==> src/rtl/mem_access_unit_if.sv <==
// rtl/mem_access_unit_if.sv - request/response and data-memory signal bundle for mem_access_unit
//
// Request side : req_valid_i/req_ready_o handshake, req_write_i, req_size_i,
//                req_signed_i, req_addr_i, req_wdata_i
// Response side: rsp_valid_o pulse with rsp_rdata_o and rsp_err_o
// Memory side  : mem_addr_o, mem_wdata_o, mem_write_o, mem_read_o, mem_rdata_i
// The _i/_o suffixes are from the unit's point of view.
// modport slave  : the access unit itself
// modport master : the pipeline stage and the data memory around it

interface mem_access_unit_if #(
    parameter int DATA_W = 32
);
    logic              req_valid_i;
    logic              req_ready_o;
    logic              req_write_i;
    logic [1:0]        req_size_i;
    logic              req_signed_i;
    logic [DATA_W-1:0] req_addr_i;
    logic [DATA_W-1:0] req_wdata_i;

    logic              rsp_valid_o;
    logic [DATA_W-1:0] rsp_rdata_o;
    logic              rsp_err_o;

    logic [DATA_W-1:0] mem_addr_o;
    logic [DATA_W-1:0] mem_wdata_o;
    logic              mem_write_o;
    logic              mem_read_o;
    logic [DATA_W-1:0] mem_rdata_i;

    modport slave (
        input  req_valid_i, req_write_i, req_size_i, req_signed_i,
               req_addr_i, req_wdata_i, mem_rdata_i,
        output req_ready_o, rsp_valid_o, rsp_rdata_o, rsp_err_o,
               mem_addr_o, mem_wdata_o, mem_write_o, mem_read_o
    );

    modport master (
        output req_valid_i, req_write_i, req_size_i, req_signed_i,
               req_addr_i, req_wdata_i, mem_rdata_i,
        input  req_ready_o, rsp_valid_o, rsp_rdata_o, rsp_err_o,
               mem_addr_o, mem_wdata_o, mem_write_o, mem_read_o
    );
endinterface

==> src/rtl/mem_access_unit.sv <==
// rtl/mem_access_unit.sv - load/store initiator for a word-wide data memory
//
// Accepts one load/store at a time, performs sub-word stores as
// read-modify-write, extracts and extends sub-word loads, and returns
// exactly one response per request.
// Ports:
//   clk_i  - clock, rising edge
//   rst_i  - asynchronous active-low reset
//   bus    - mem_access_unit_if.slave: request handshake, response pulse,
//            and the memory address/data/MemRead/MemWrite lines
// Little-endian: lane k = bits [8k+7:8k] = byte at word address + k.

module mem_access_unit #(
    parameter int DATA_W = 32
) (
    input  logic                  clk_i,
    input  logic                  rst_i,
    mem_access_unit_if.slave      bus
);

    localparam logic [2:0] S_IDLE      = 3'd0;
    localparam logic [2:0] S_READ      = 3'd1;
    localparam logic [2:0] S_WRITE     = 3'd2;
    localparam logic [2:0] S_RMW_READ  = 3'd3;
    localparam logic [2:0] S_RMW_WRITE = 3'd4;
    localparam logic [2:0] S_RESP      = 3'd5;

    localparam logic [1:0] SZ_BYTE = 2'b00;
    localparam logic [1:0] SZ_HALF = 2'b01;
    localparam logic [1:0] SZ_WORD = 2'b10;

    logic [2:0]        state;
    logic              write_q;
    logic [1:0]        size_q;
    logic              signed_q;
    logic              err_q;
    logic [DATA_W-1:0] addr_q;
    logic [DATA_W-1:0] wdata_q;
    logic [DATA_W-1:0] rdata_q;

    logic              accept;
    logic              req_err;

    logic [3:0]        lane_mask;
    logic [DATA_W-1:0] bit_mask;
    logic [DATA_W-1:0] store_rep;
    logic [DATA_W-1:0] merged;
    logic [DATA_W-1:0] shifted;
    logic [DATA_W-1:0] load_data;

    assign accept = bus.req_valid_i && (state == S_IDLE);

    // Misaligned or illegal-size requests never touch memory.
    always_comb begin
        req_err = 1'b0;
        case (bus.req_size_i)
            SZ_BYTE: req_err = 1'b0;
            SZ_HALF: req_err = bus.req_addr_i[0];
            SZ_WORD: req_err = |bus.req_addr_i[1:0];
            default: req_err = 1'b1;
        endcase
    end

    always_ff @(posedge clk_i or negedge rst_i) begin
        if (!rst_i) begin
            state    <= S_IDLE;
            write_q  <= 1'b0;
            size_q   <= 2'b00;
            signed_q <= 1'b0;
            err_q    <= 1'b0;
            addr_q   <= '0;
            wdata_q  <= '0;
            rdata_q  <= '0;
        end else begin
            case (state)
                S_IDLE: begin
                    if (accept) begin
                        write_q  <= bus.req_write_i;
                        size_q   <= bus.req_size_i;
                        signed_q <= bus.req_signed_i;
                        addr_q   <= bus.req_addr_i;
                        wdata_q  <= bus.req_wdata_i;
                        err_q    <= req_err;
                        if (req_err)
                            state <= S_RESP;
                        else if (!bus.req_write_i)
                            state <= S_READ;
                        else if (bus.req_size_i == SZ_WORD)
                            state <= S_WRITE;
                        else
                            state <= S_RMW_READ;
                    end
                end
                S_READ: begin
                    rdata_q <= bus.mem_rdata_i;
                    state   <= S_RESP;
                end
                S_WRITE: begin
                    state <= S_RESP;
                end
                S_RMW_READ: begin
                    rdata_q <= bus.mem_rdata_i;
                    state   <= S_RMW_WRITE;
                end
                S_RMW_WRITE: begin
                    state <= S_RESP;
                end
                S_RESP: begin
                    state <= S_IDLE;
                end
                default: begin
                    state <= S_IDLE;
                end
            endcase
        end
    end

    // Store merge: replicate the store data across all lanes, then let the
    // lane mask pick which lanes of the latched word get overwritten.
    always_comb begin
        lane_mask = 4'b0000;
        store_rep = '0;
        if (size_q == SZ_BYTE) begin
            lane_mask = 4'b0001 << addr_q[1:0];
            store_rep = {4{wdata_q[7:0]}};
        end else begin
            lane_mask = 4'b0011 << {addr_q[1], 1'b0};
            store_rep = {2{wdata_q[15:0]}};
        end
        for (int i = 0; i < 4; i++) begin
            bit_mask[8*i +: 8] = {8{lane_mask[i]}};
        end
        merged = (rdata_q & ~bit_mask) | (store_rep & bit_mask);
    end

    // Load extraction: shift the addressed lane(s) down to bit 0, then extend.
    always_comb begin
        shifted   = rdata_q >> {addr_q[1:0], 3'b000};
        load_data = rdata_q;
        case (size_q)
            SZ_BYTE: load_data = {{24{signed_q & shifted[7]}}, shifted[7:0]};
            SZ_HALF: load_data = {{16{signed_q & shifted[15]}}, shifted[15:0]};
            default: load_data = rdata_q;
        endcase
    end

    logic mem_active;
    assign mem_active = (state == S_READ) || (state == S_WRITE) ||
                        (state == S_RMW_READ) || (state == S_RMW_WRITE);

    assign bus.req_ready_o = (state == S_IDLE);
    assign bus.mem_read_o  = (state == S_READ) || (state == S_RMW_READ);
    assign bus.mem_write_o = (state == S_WRITE) || (state == S_RMW_WRITE);
    assign bus.mem_addr_o  = mem_active ? {addr_q[DATA_W-1:2], 2'b00} : '0;
    assign bus.mem_wdata_o = (state == S_WRITE)     ? wdata_q :
                             (state == S_RMW_WRITE) ? merged  : '0;

    assign bus.rsp_valid_o = (state == S_RESP);
    assign bus.rsp_err_o   = (state == S_RESP) && err_q;
    assign bus.rsp_rdata_o = ((state == S_RESP) && !err_q && !write_q) ? load_data : '0;

endmodule

==> src/flat_wrapper.sv <==
// flat-port wrapper written by rule: the top's interface ports become plain ports
module mem_access_unit_flat 
#(
    parameter int DATA_W = 32
)
  (clk_i, rst_i, bus_req_valid_i, bus_req_write_i, bus_req_size_i, bus_req_signed_i, bus_req_addr_i, bus_req_wdata_i, bus_mem_rdata_i, bus_req_ready_o, bus_rsp_valid_o, bus_rsp_rdata_o, bus_rsp_err_o, bus_mem_addr_o, bus_mem_wdata_o, bus_mem_write_o, bus_mem_read_o);
  mem_access_unit_if #(.DATA_W(DATA_W)) bus_i ();
  input  logic clk_i;
  input  logic rst_i;
  input wire logic [$bits(bus_i.req_valid_i)-1:0] bus_req_valid_i;
  input wire logic [$bits(bus_i.req_write_i)-1:0] bus_req_write_i;
  input wire logic [$bits(bus_i.req_size_i)-1:0] bus_req_size_i;
  input wire logic [$bits(bus_i.req_signed_i)-1:0] bus_req_signed_i;
  input wire logic [$bits(bus_i.req_addr_i)-1:0] bus_req_addr_i;
  input wire logic [$bits(bus_i.req_wdata_i)-1:0] bus_req_wdata_i;
  input wire logic [$bits(bus_i.mem_rdata_i)-1:0] bus_mem_rdata_i;
  output wire logic [$bits(bus_i.req_ready_o)-1:0] bus_req_ready_o;
  output wire logic [$bits(bus_i.rsp_valid_o)-1:0] bus_rsp_valid_o;
  output wire logic [$bits(bus_i.rsp_rdata_o)-1:0] bus_rsp_rdata_o;
  output wire logic [$bits(bus_i.rsp_err_o)-1:0] bus_rsp_err_o;
  output wire logic [$bits(bus_i.mem_addr_o)-1:0] bus_mem_addr_o;
  output wire logic [$bits(bus_i.mem_wdata_o)-1:0] bus_mem_wdata_o;
  output wire logic [$bits(bus_i.mem_write_o)-1:0] bus_mem_write_o;
  output wire logic [$bits(bus_i.mem_read_o)-1:0] bus_mem_read_o;
  assign bus_i.req_valid_i = bus_req_valid_i;
  assign bus_i.req_write_i = bus_req_write_i;
  assign bus_i.req_size_i = bus_req_size_i;
  assign bus_i.req_signed_i = bus_req_signed_i;
  assign bus_i.req_addr_i = bus_req_addr_i;
  assign bus_i.req_wdata_i = bus_req_wdata_i;
  assign bus_i.mem_rdata_i = bus_mem_rdata_i;
  assign bus_req_ready_o = bus_i.req_ready_o;
  assign bus_rsp_valid_o = bus_i.rsp_valid_o;
  assign bus_rsp_rdata_o = bus_i.rsp_rdata_o;
  assign bus_rsp_err_o = bus_i.rsp_err_o;
  assign bus_mem_addr_o = bus_i.mem_addr_o;
  assign bus_mem_wdata_o = bus_i.mem_wdata_o;
  assign bus_mem_write_o = bus_i.mem_write_o;
  assign bus_mem_read_o = bus_i.mem_read_o;
  mem_access_unit #(.DATA_W(DATA_W)) u_core (.clk_i(clk_i), .rst_i(rst_i), .bus(bus_i));
endmodule
==> config.mk <==
export PLATFORM = sky130hd
export DESIGN_NAME = mem_access_unit_flat
export DESIGN_NICKNAME = d
export VERILOG_FILES = /design/src/rtl/mem_access_unit_if.sv /design/src/rtl/mem_access_unit.sv /design/src/flat_wrapper.sv
export SDC_FILE = /design/constraint.sdc
export NUM_CORES = 1
export LEC_CHECK = 0
export CORE_AREA = 2 2 117 148
export DETAILED_ROUTE_END_ITERATION = 10
export DIE_AREA = 0 0 119 150
export GPL_ROUTABILITY_DRIVEN = 0
export PLACE_DENSITY = 0.66
export SETUP_SLACK_MARGIN = 0.1
export SLEW_MARGIN = 20
export SYNTH_ARGS = -nofsm -noshare
export SYNTH_HDL_FRONTEND = slang
export SYNTH_SLANG_ARGS = --single-unit
export TNS_END_PERCENT = 100
==> constraint.sdc <==
create_clock -name clk_i -period 2.6 [get_ports clk_i]
set_input_delay 0.39 -clock clk_i [delete_from_list [all_inputs] [get_ports clk_i]]
set_output_delay 0.39 -clock clk_i [all_outputs]
set_load 0.02 [all_outputs]
# == Word-level counts from Yosys, hierarchy flattened ==
# Index checks and enable logic that the tools add are counted.
# classes
muxes,13
shifts,3
n_eq_ne,9
div_mod_pow,0
n_bitwise,6
n_lt_le_gt_ge,0
n_addsub,0
n_reduce_logical,18
n_mul,0
# op_table
op,count
$mux 32,5
$and 32x32->32,2
$pmux 32 s2,1
$not 32->32,1
$or 32x32->32,1
$shr 32x5->16,1
$mux 3,3
$pmux 3 s3,1
$eq 3x2->1 const B,2
$eq 3x3->1 const B,2
$logic_or 1x1->1,5
$eq 2x1->1 const B,2
$logic_and 1x1->1,4
$logic_not 2->1,2
$mux 4,1
$reduce_or 2->1,2
$shl 1x2->4 const A,1
$shl 2x2->4 const A,1
$eq 3x1->1 const B,1
$logic_not 3->1,1
$pmux 1 s3,1
$reduce_or 3->1,1
$and 1x1->1,2
$eq 2x2->1 const B,1
other kinds (4),5
# totals
latchBits,0
out_inout_bits,101
rom_bits,0
inputBits,103
wordCells,57
memories,0
register_bits,104
mem_bits_rw,0

# == Depth between registers and ports, before layout ==
# Gate-level depths: netlist of run 1.
# depth
word_depth,7
depth_mapped,7
ltp_nobuf,4

# == Worst setup path after synthesis of run 1 ==
# No wires, ideal clock.
# synth_timing
path_type,register to output
from,register u_core.size_q[1]
to,output bus_mem_wdata_o[16]
path_buffers,2
stages_incl_launch_ff,7
t_arrival_ns,1.913
path_slack_ns,0.297
required_ns,2.210
cell_sequence,dfrtp_1 clkbuf_1 nor2_2 a21bo_2 buf_2 mux2i_1 o21ai_0
# synth_via
elab_chain_cells,7
elab_cells_between_ends,8
classes_between,mux: 3; bitwise: 4; reduce/logical: 1
# synth_rtl
element,line_no,rtl
start: declaration,mem_access_unit.sv:34,logic [1:0] size_q;
start signal: assignment,mem_access_unit.sv:79,size_q <= bus.req_size_i;
$logic_not 2->1 (*),mem_access_unit.sv:123,if (size_q == SZ_BYTE) begin
$mux 4 (*),mem_access_unit.sv:123,
$not 32->32,mem_access_unit.sv:133,merged = (rdata_q & ~bit_mask) | (store_rep & bit_mask);
$and 32x32->32,mem_access_unit.sv:133,
$or 32x32->32 (*),mem_access_unit.sv:133,
$mux 32 (*),mem_access_unit.sv:156,(state == S_RMW_WRITE) ? merged : '0;
$mux 32 (*),mem_access_unit.sv:155,assign bus.mem_wdata_o = (state == S_WRITE) ? wdata_q :
end: declaration,flat_wrapper.sv:22,output wire logic [$bits(bus_i.mem_wdata_o)-1:0] bus_mem_wdata_o;
# Mark *: on every way between the ends. The rest lies on a longest branch, timed or not.

# == Final worst setup path of run 1 ==
# layout_timing
from,register u_core.addr_q[0]
to,output bus_rsp_rdata_o[16]
# layout_via
elab_chain_cells,4
elab_cells_between_ends,5
classes_between,shift: 1; mux: 2; bitwise: 2
# layout_rtl
element,line_no,rtl
start: declaration,mem_access_unit.sv:37,logic [DATA_W-1:0] addr_q;
start signal: assignment,mem_access_unit.sv:81,addr_q <= bus.req_addr_i;
$shr 32x5->16 (*),mem_access_unit.sv:138,"shifted = rdata_q >> {addr_q[1:0], 3'b000};"
"$and 1x1->1, on equally long branches","mem_access_unit.sv:142, mem_access_unit.sv:141",
$pmux 32 s2 (*),mem_access_unit.sv:140,case (size_q)
$mux 32 (*),mem_access_unit.sv:160,assign bus.rsp_rdata_o = ((state == S_RESP) && !err_q && !write_q) ? load_data : '0;
end: declaration,flat_wrapper.sv:19,output wire logic [$bits(bus_i.rsp_rdata_o)-1:0] bus_rsp_rdata_o;
# Marks and branches as above.

==> results of run 1 <==
-- repair_timing --
item,CTS,global route
setup buffers,2,5
endpoints found under the setup margin,95,56
cloned,0,2
pin swaps,1,18
gates resized for setup,237,132
endpoints found under the hold margin,0,0
hold buffers,0,0
-- through the flow --
| step | area [sq um] | hold slack [ns] | setup slack [ns] |
|---|---|---|---|
| 2_1_floorplan | 5660 | 0.0944 | 0.297 |
| 3_3_place_gp | 8140 | 0.479 | -0.0589 |
| 3_5_place_dp | 8140 | 0.483 | -0.171 |
| 4_1_cts | 8520 | 0.115 | -0.134 |
| 5_1_grt | 8500 | 0.131 | -0.212 |
| 6_report | 8500 | 0.0854 | -0.125 |
-- Yosys cell counts, types with 2 or more instances --
cell type | n | share of area, %
mux2_2 | 92 | 18
a22o_1 | 22 | 3.4
buf_4 | 2 | 0.27
a21oi_1 | 9 | 0.80
mux2i_1 | 42 | 7.4
dfrtp_1 | 104 | 46
inv_1 | 11 | 0.73
buf_2 | 13 | 1.2
nor3_1 | 4 | 0.35
nor3b_1 | 2 | 0.27
nor2_1 | 20 | 1.3
a221oi_1 | 9 | 1.4
nand2_1 | 30 | 2.0
o21ai_0 | 35 | 3.1
nor2b_1 | 3 | 0.33
buf_6 | 2 | 0.40
nor2_2 | 2 | 0.22
and2_1 | 38 | 4.2
a21o_1 | 17 | 2.3
nand2b_1 | 3 | 0.33
o21a_1 | 2 | 0.27
clkbuf_1 | 22 | 1.5
o221a_2 | 7 | 1.4
-- cells by family (layout without fill, tap and decap cells) --
| logic type | after synthesis | after routing | synth area share [%] |
|---|---|---|---|
| and+or+nand+nor | 109 | 109 | 10.3 |
| other | 1 | 2 | 0.0663 |
| DFF | 104 | 104 | 46.0 |
| AOI/OAI and AO/OA | 106 | 106 | 13.4 |
| buffers and inverters | 51 | 277 | 4.09 |
| muxes | 135 | 135 | 26.2 |
-- report_power, final --
| part | internal, mW | switching (mW) | leakage, nW |
|---|---|---|---|
| Clock | 0.799 | 0.595 | 0.141 |
| Combinational | 3.29 | 3.50 | 2.54 |
| Sequential | 2.45 | 0.816 | 1.24 |
| Total | 6.54 | 4.91 | 3.92 |
-- critical path: cells and delay by family (launching register included) --
family | cells | cell delay, ns
and+or+nand+nor | 1 | 0.25
buffers and inverters | 3 | 0.47
AOI/OAI and AO/OA | 1 | 0.10
DFF | 1 | 0.45
muxes | 2 | 0.71
-- layout make-up --
cell class / count / share of cell area [%]
inverter: 11 / 0.486
timing repair buffer: 250 / 26.6
multi-input combinational: 352 / 35.3
clock buffer: 12 / 3.02
tap: 220 / 3.24
sequential: 104 / 30.7
clock inverter: 4 / 0.619
-- final timing paths --
check	from	end	slack [ns]	depth (start not counted)
min in group clk_i	u_core.addr_q[30]$_DFFE_PN0P_	u_core.addr_q[30]$_DFFE_PN0P_	0.50	1
min reg2reg	u_core.addr_q[30]$_DFFE_PN0P_	u_core.addr_q[30]$_DFFE_PN0P_	0.50	1
min	rst_i	u_core.rdata_q[17]$_DFFE_PN0P_	0.09	1
max reg2reg	u_core.state[2]$_DFFE_PN0P_	u_core.wdata_q[25]$_DFFE_PN0P_	0.64	6
max	u_core.addr_q[0]$_DFFE_PN0P_	bus_rsp_rdata_o[16]	-0.12	7
max in group asynchronous	rst_i	u_core.addr_q[0]$_DFFE_PN0P_	1.78	2
-- registers in the layout, indices dropped and copies added, names as in the netlist --
name             flops
u_core.rdata_q      32
u_core.signed_q      1
u_core.state         3
u_core.err_q         1
u_core.write_q       1
u_core.size_q        2
u_core.wdata_q      32
u_core.addr_q       32
-- layer usage --
layer	GRT usage (%)	wire, um
met1	23.9	7180
met3	4.88	1350
met5	0	0
met2	36.5	9780
met4	7.62	499
==> key figures, run 1 <==
Yosys
  • Mapped Cells: 506
  • Post-synthesis sequential area ratio: 46.0%
  • Syn Area/Cell: 11.2 sq um
  • Yosys cell types: 38
  • Yosys reg bits: between 100 and 150
  • Number of flops mapped to enable cells by yosys: 0
  • Ys flop type: dfrtp_1
  • Async set or reset register ratio after synthesis: 100%
  • Netlist Area Pre-Place: 5660 sq um
  • YS warnings: 0

STA
  • Slew @ Worst Pin: 0.715 ns
  • Pins over their slew limit: 0
  • RSZ-0062 raised after global routing: true
  • Final Setup Violations: 16
  • Final hold viol count: 0
  • Post-layout min period: roughly 2.7 ns
  • Peak Freq: around 0.37 GHz
  • Final period utilization: 105%
  • Setup Skew: between 0.003 and 0.004 ns
  • Rel. slew slack: a little over half
  • Setup TNS: -1.43 ns
  • Worst setup margin: -0.125 ns

Worst setup path
  • Critical Path AT: 2.33 ns
  • Most common cell on crit path: buf_4
  • Setup CP Type: register to output port
  • Worst Path Max Fanout: 8
  • CP max stage delay: 0.52 ns
  • Slowest-stage cell, CP: mux4_2
  • CP Capture Type: output port
  • CP Launch Type: register
  • CP cell instances: mux2i_1 > mux4_2 > nor4b_4 > buf_4 > clkbuf_16 > a21o_1 > buf_4
  • Worst endpoint required time: 2.21 ns

Hold path
  • Hold Crit Class: primary input to asynchronous set/reset pin

Global route
  • Vias in the first global route: around 5,000
  • Initial antenna violation count: 0
  • Largest net degree at the start of global routing: 55
  • Total grt overflow: 0
  • Tot GR Track Use: 20.5%
  • First-pass GRT wire length: ~28 mm

Routing
  • Detailed Routing Iterations Pass 1: 5
  • Drt first-iter violations: 312
  • Detailed Route WL: 18.8 mm
  • Number of routed nets with antenna violations: 0
  • Routed length per placed instance: 19.7 um
  • Vias: approximately 4,900
  • Post-DR vias/cell: 5.15
  • # DRC: 0

Clocking
  • CTS clk-pin slew, worst paths: 0.07 ns
  • CTS Root Cell: clkbuf_16
  • Clk_lat worst skew: approximately 0.35 ns
  • Clock Tree Buf Depth: 2
  • H-tree depth: 3
  • Clk sink count: 104
  • CTS Buf Count: 9
  • CTS tree: built

Final layout
  • Core Util, Final: 51.5%
  • Synth-to-layout area growth: 50.2%
  • Diode count: 0
  • Area occupied by multi-input gates: 3000 sq um
  • Commonest non-fill, non-tap cells in the layout: clkdlybuf4s50_1, dfrtp_1, mux2_2
  • Layout cells sized above 1: between 30% and 40%
  • Finished Layout Cells: roughly 950
  • Net count, final: approximately 830
  • # fillers: 1,525
  • Register Area: ~2600 sq um
  • Leading cell type in the layout, fill and taps excluded: clkdlybuf4s50_1

Power
  • Worst IR Drop VDD: 0.495 mV
  • PwrDens: 1350 nW/um^2
  • Leakage power: 3.92 nW
  • Power, Total: 11.5 mW

Placed design
  • Dpl hpwl: about 14 mm
  • Buffers on Ports: 201
  • Cells after DPL: 928

Status
  • Violated checks: setup timing
  • Status: finished with violations

Job
  • MaxCap Viol Count: 0

Floorplanning
  • Area of the core: roughly 17,000 sq um
  • Boundary Pins: 204
  • Die footprint: 17,900 sq um
  • Chip height: 150 um
  • Initial Utilization: approximately 34%
  • Die width: 119 um
  • Placement row count: 53
(Power assumes the default switching activity.)
==> run 2: changes to the inputs <==
CORE_AREA = 2 2 110 138   (was 2 2 117 148)
DIE_AREA = 0 0 112 140   (was 0 0 119 150)
HOLD_SLACK_MARGIN = 0.05   (was unset)
PLACE_DENSITY = 0.74   (was 0.66)
==> run 2 against run 1 <==
Compared with the run above: the flow now finishes without violations; sequential cell count stayed put; wire length decreased by 3.6%; die area fell by 12%; worst setup slack better by 0.14 ns; first-iteration DRC count fell by 26%; clock skew rose by 0.0021 ns; combinational power fell by 1%; utilization up 8.0 points; highest routed layer unchanged.
==> key figures, run 2 (synthesis gave the netlist of run 1 again) <==
Routing
  • Drt first-iter violations: 230 (-26%)
  • Vias: 4,913 (+0.14%)
  • # DRC: 0 (unchanged)
  • Detailed Route WL: 18.1 mm (-3.6%)
  • Post-DR vias/cell: 5.37 (+4.3%)
  • Number of routed nets with antenna violations: 0 (unchanged)
  • Routed length per placed instance: 19.8 um (+0.41%)
  • Detailed Routing Iterations Pass 1: 5 (unchanged)

STA
  • Setup Skew: 0.00517 ns (+0.00210 ns)
  • RSZ-0062 raised after global routing: true
  • Rel. slew slack: 63.5% (+11 points)
  • Final Setup Violations: 0 (-16)
  • Final hold viol count: 0 (unchanged)
  • Slew @ Worst Pin: 0.545 ns (-0.171 ns)
  • Final period utilization: 99.3% (-5.5 points)
  • Peak Freq: 0.387 GHz (+5.5%)
  • Worst setup margin: 0.0176 ns (+0.142 ns)
  • Pins over their slew limit: 0 (unchanged)
  • Post-layout min period: 2.58 ns (-0.142 ns)

Global route
  • Total grt overflow: 0 (unchanged)
  • Vias in the first global route: 5,077 (+0.77%)
  • First-pass GRT wire length: 28.2 mm (+0.71%)
  • Initial antenna violation count: 0 (unchanged)
  • Largest net degree at the start of global routing: 46 (-16%)
  • Tot GR Track Use: 23.0% (+2.5 points)

Placed design
  • Cells after DPL: 884 (-4.7%)
  • Dpl hpwl: 13.5 mm (-3.6%)
  • Buffers on Ports: 201 (unchanged)
  • Post-Place Worst Slack: -0.148 ns (+0.0230 ns)

Worst setup path
  • Critical Path AT: 2.19 ns (-0.14 ns)
  • Cells on worst reg2reg path: 6 (unchanged)
  • Worst endpoint required time: 2.21 ns (about the same)
  • CP Capture Type: output port
  • Slowest-stage cell, CP: mux4_2
  • Setup CP Type: register to output port
  • CP cell instances: mux2i_1 > mux4_2 > nor4b_4 > buf_12 > a21o_1 > buf_4
  • CP max stage delay: 0.52 ns (about the same)
  • CP bufs+invs: 2 (-1)
  • Worst Path Max Fanout: 16 (+8)
  • Cell family with most CP delay: multiplexers
  • CP Depth: 6 (-1)
  • CP Launch Type: register

Final layout
  • Area occupied by multi-input gates: 2970 sq um (-1.0%)
  • Synth-to-layout area growth: 50.7%
  • Core Util, Final: 59.4% (+8.0 points)
  • # fillers: 1,240 (-19%)
  • Finished Layout Cells: 915 (-4.0%)
  • Commonest non-fill, non-tap cells in the layout: clkdlybuf4s50_1, dfrtp_1, mux2_2
  • Leading cell type in the layout, fill and taps excluded: clkdlybuf4s50_1
  • Net count, final: 835 (+0.48%)
  • Layout cells sized above 1: 35.7% (-0.19 points)
  • Register Area: 2610 sq um (+0.19%)
  • Diode count: 0 (unchanged)
  • Biggest regs: u_core.addr_q: 32 flops, u_core.rdata_q: 32 flops, u_core.wdata_q: 32 flops

Floorplanning
  • Boundary Pins: 204 (unchanged)
  • Die width: 112 um (-5.9%)
  • Initial Utilization: 39.4% (+5.2 points)
  • Die footprint: 15,700 sq um (-12%)
  • Area of the core: 14,300 sq um (-13%)
  • Placement row count: 49 (-7.5%)
  • Chip height: 140 um (-6.7%)

Clocking
  • Clk_lat worst skew: 0.35 ns (about the same)
  • H-tree depth: 3 (unchanged)
  • CTS Buf Count: 9 (unchanged)
  • CTS tree: built
  • Clock Tree Buf Depth: 2 (unchanged)
  • CTS Root Cell: clkbuf_16
  • CTS clk-pin slew, worst paths: 0.07 ns (about the same)
  • Clk sink count: 104 (unchanged)

Power
  • Worst IR Drop VDD: 0.633 mV (+28%)
  • Power, Total: 11.5 mW (+0.36%)
  • PwrDens: 1350 nW/um^2 (about the same)
  • Leakage power: 3.95 nW (+0.75%)

Hold path
  • Hold Crit Class: register to register
  • WHS Path Cells: 1

Job
  • MaxCap Viol Count: 0 (unchanged)

Status
  • Status: finished clean
run 2: cell count changes in the layout (fill, tap and decap cells not counted), sizes merged:
cell | before | now
buf | 93 | 88
dlygate4sd2 | 31 | 38
clkinvlp | 3 | 1
clkbuf | 31 | 21
clkinv | 0 | 1
bufinv | 1 | 2
inv | 11 | 13
dlygate4sd3 | 0 | 1
clkdlybuf4s15 | 2 | 11
run 2: per-stage QoR:
step | setup TNS (ns) | cell area [sq um] | hold WS (ns)
6_report | 0 | 8520 | 0.503
5_1_grt | -1.34 | 8520 | 0.517
4_1_cts | 0 | 8450 | 0.509
3_5_place_dp | -3.45 | 8050 | 0.387
3_3_place_gp | -1.63 | 8050 | 0.385
2_1_floorplan | 0 | 5660 | 0.0944
run 2: path summary, 6_finish.rpt:
kind	start	endpoint	slack [ns]
worst max register to register	u_core.state[0]$_DFFE_PN0P_	u_core.addr_q[24]$_DFFE_PN0P_	0.38
worst max-delay path	u_core.addr_q[0]$_DFFE_PN0P_	bus_rsp_rdata_o[24]	0.02
worst min register to register	u_core.addr_q[11]$_DFFE_PN0P_	u_core.addr_q[11]$_DFFE_PN0P_	0.50
min in group asynchronous	rst_i	u_core.rdata_q[19]$_DFFE_PN0P_	0.54
max in group asynchronous	rst_i	u_core.addr_q[15]$_DFFE_PN0P_	1.36
worst min-delay path	u_core.addr_q[11]$_DFFE_PN0P_	u_core.addr_q[11]$_DFFE_PN0P_	0.50
run 2: final cells by class:
type                    instances  share of cell area, %
clock buffers                  10                   2.80
multi-input cells             352                   34.9
repair buffers                254                   27.6
inverters                      11                  0.484
flip-flops and latches        104                   30.6
clock inverters                 6                   1.06
well taps                     178                   2.61
run 2: what timing repair did:
item                                    4_1_cts  5_1_grt
endpoints found under the setup margin       95       91
pin swaps                                     3        4
hold endpoints to repair                     36        0
buffers inserted                              4        8
gates cloned                                  1        1
gates resized for setup                     291       66
hold buffers                                  1        0
run 2: power by group:
group	switching, mW	leakage [nW]	internal [mW]
combinational	3.44	2.55	3.27
sequential	0.826	1.23	2.45
clock	0.631	0.159	0.876
run 2: per-layer routing:
layer | vias to the layer above | track usage [%] | share of wire (%)
met3 | 30 | 5.15 | 7.4
met4 | 0 | 9.63 | 2.9
li1 | 2261 | - | -
met2 | 216 | 40.1 | 52
met5 | - | 0 | 0
met1 | 2406 | 27.5 | 38
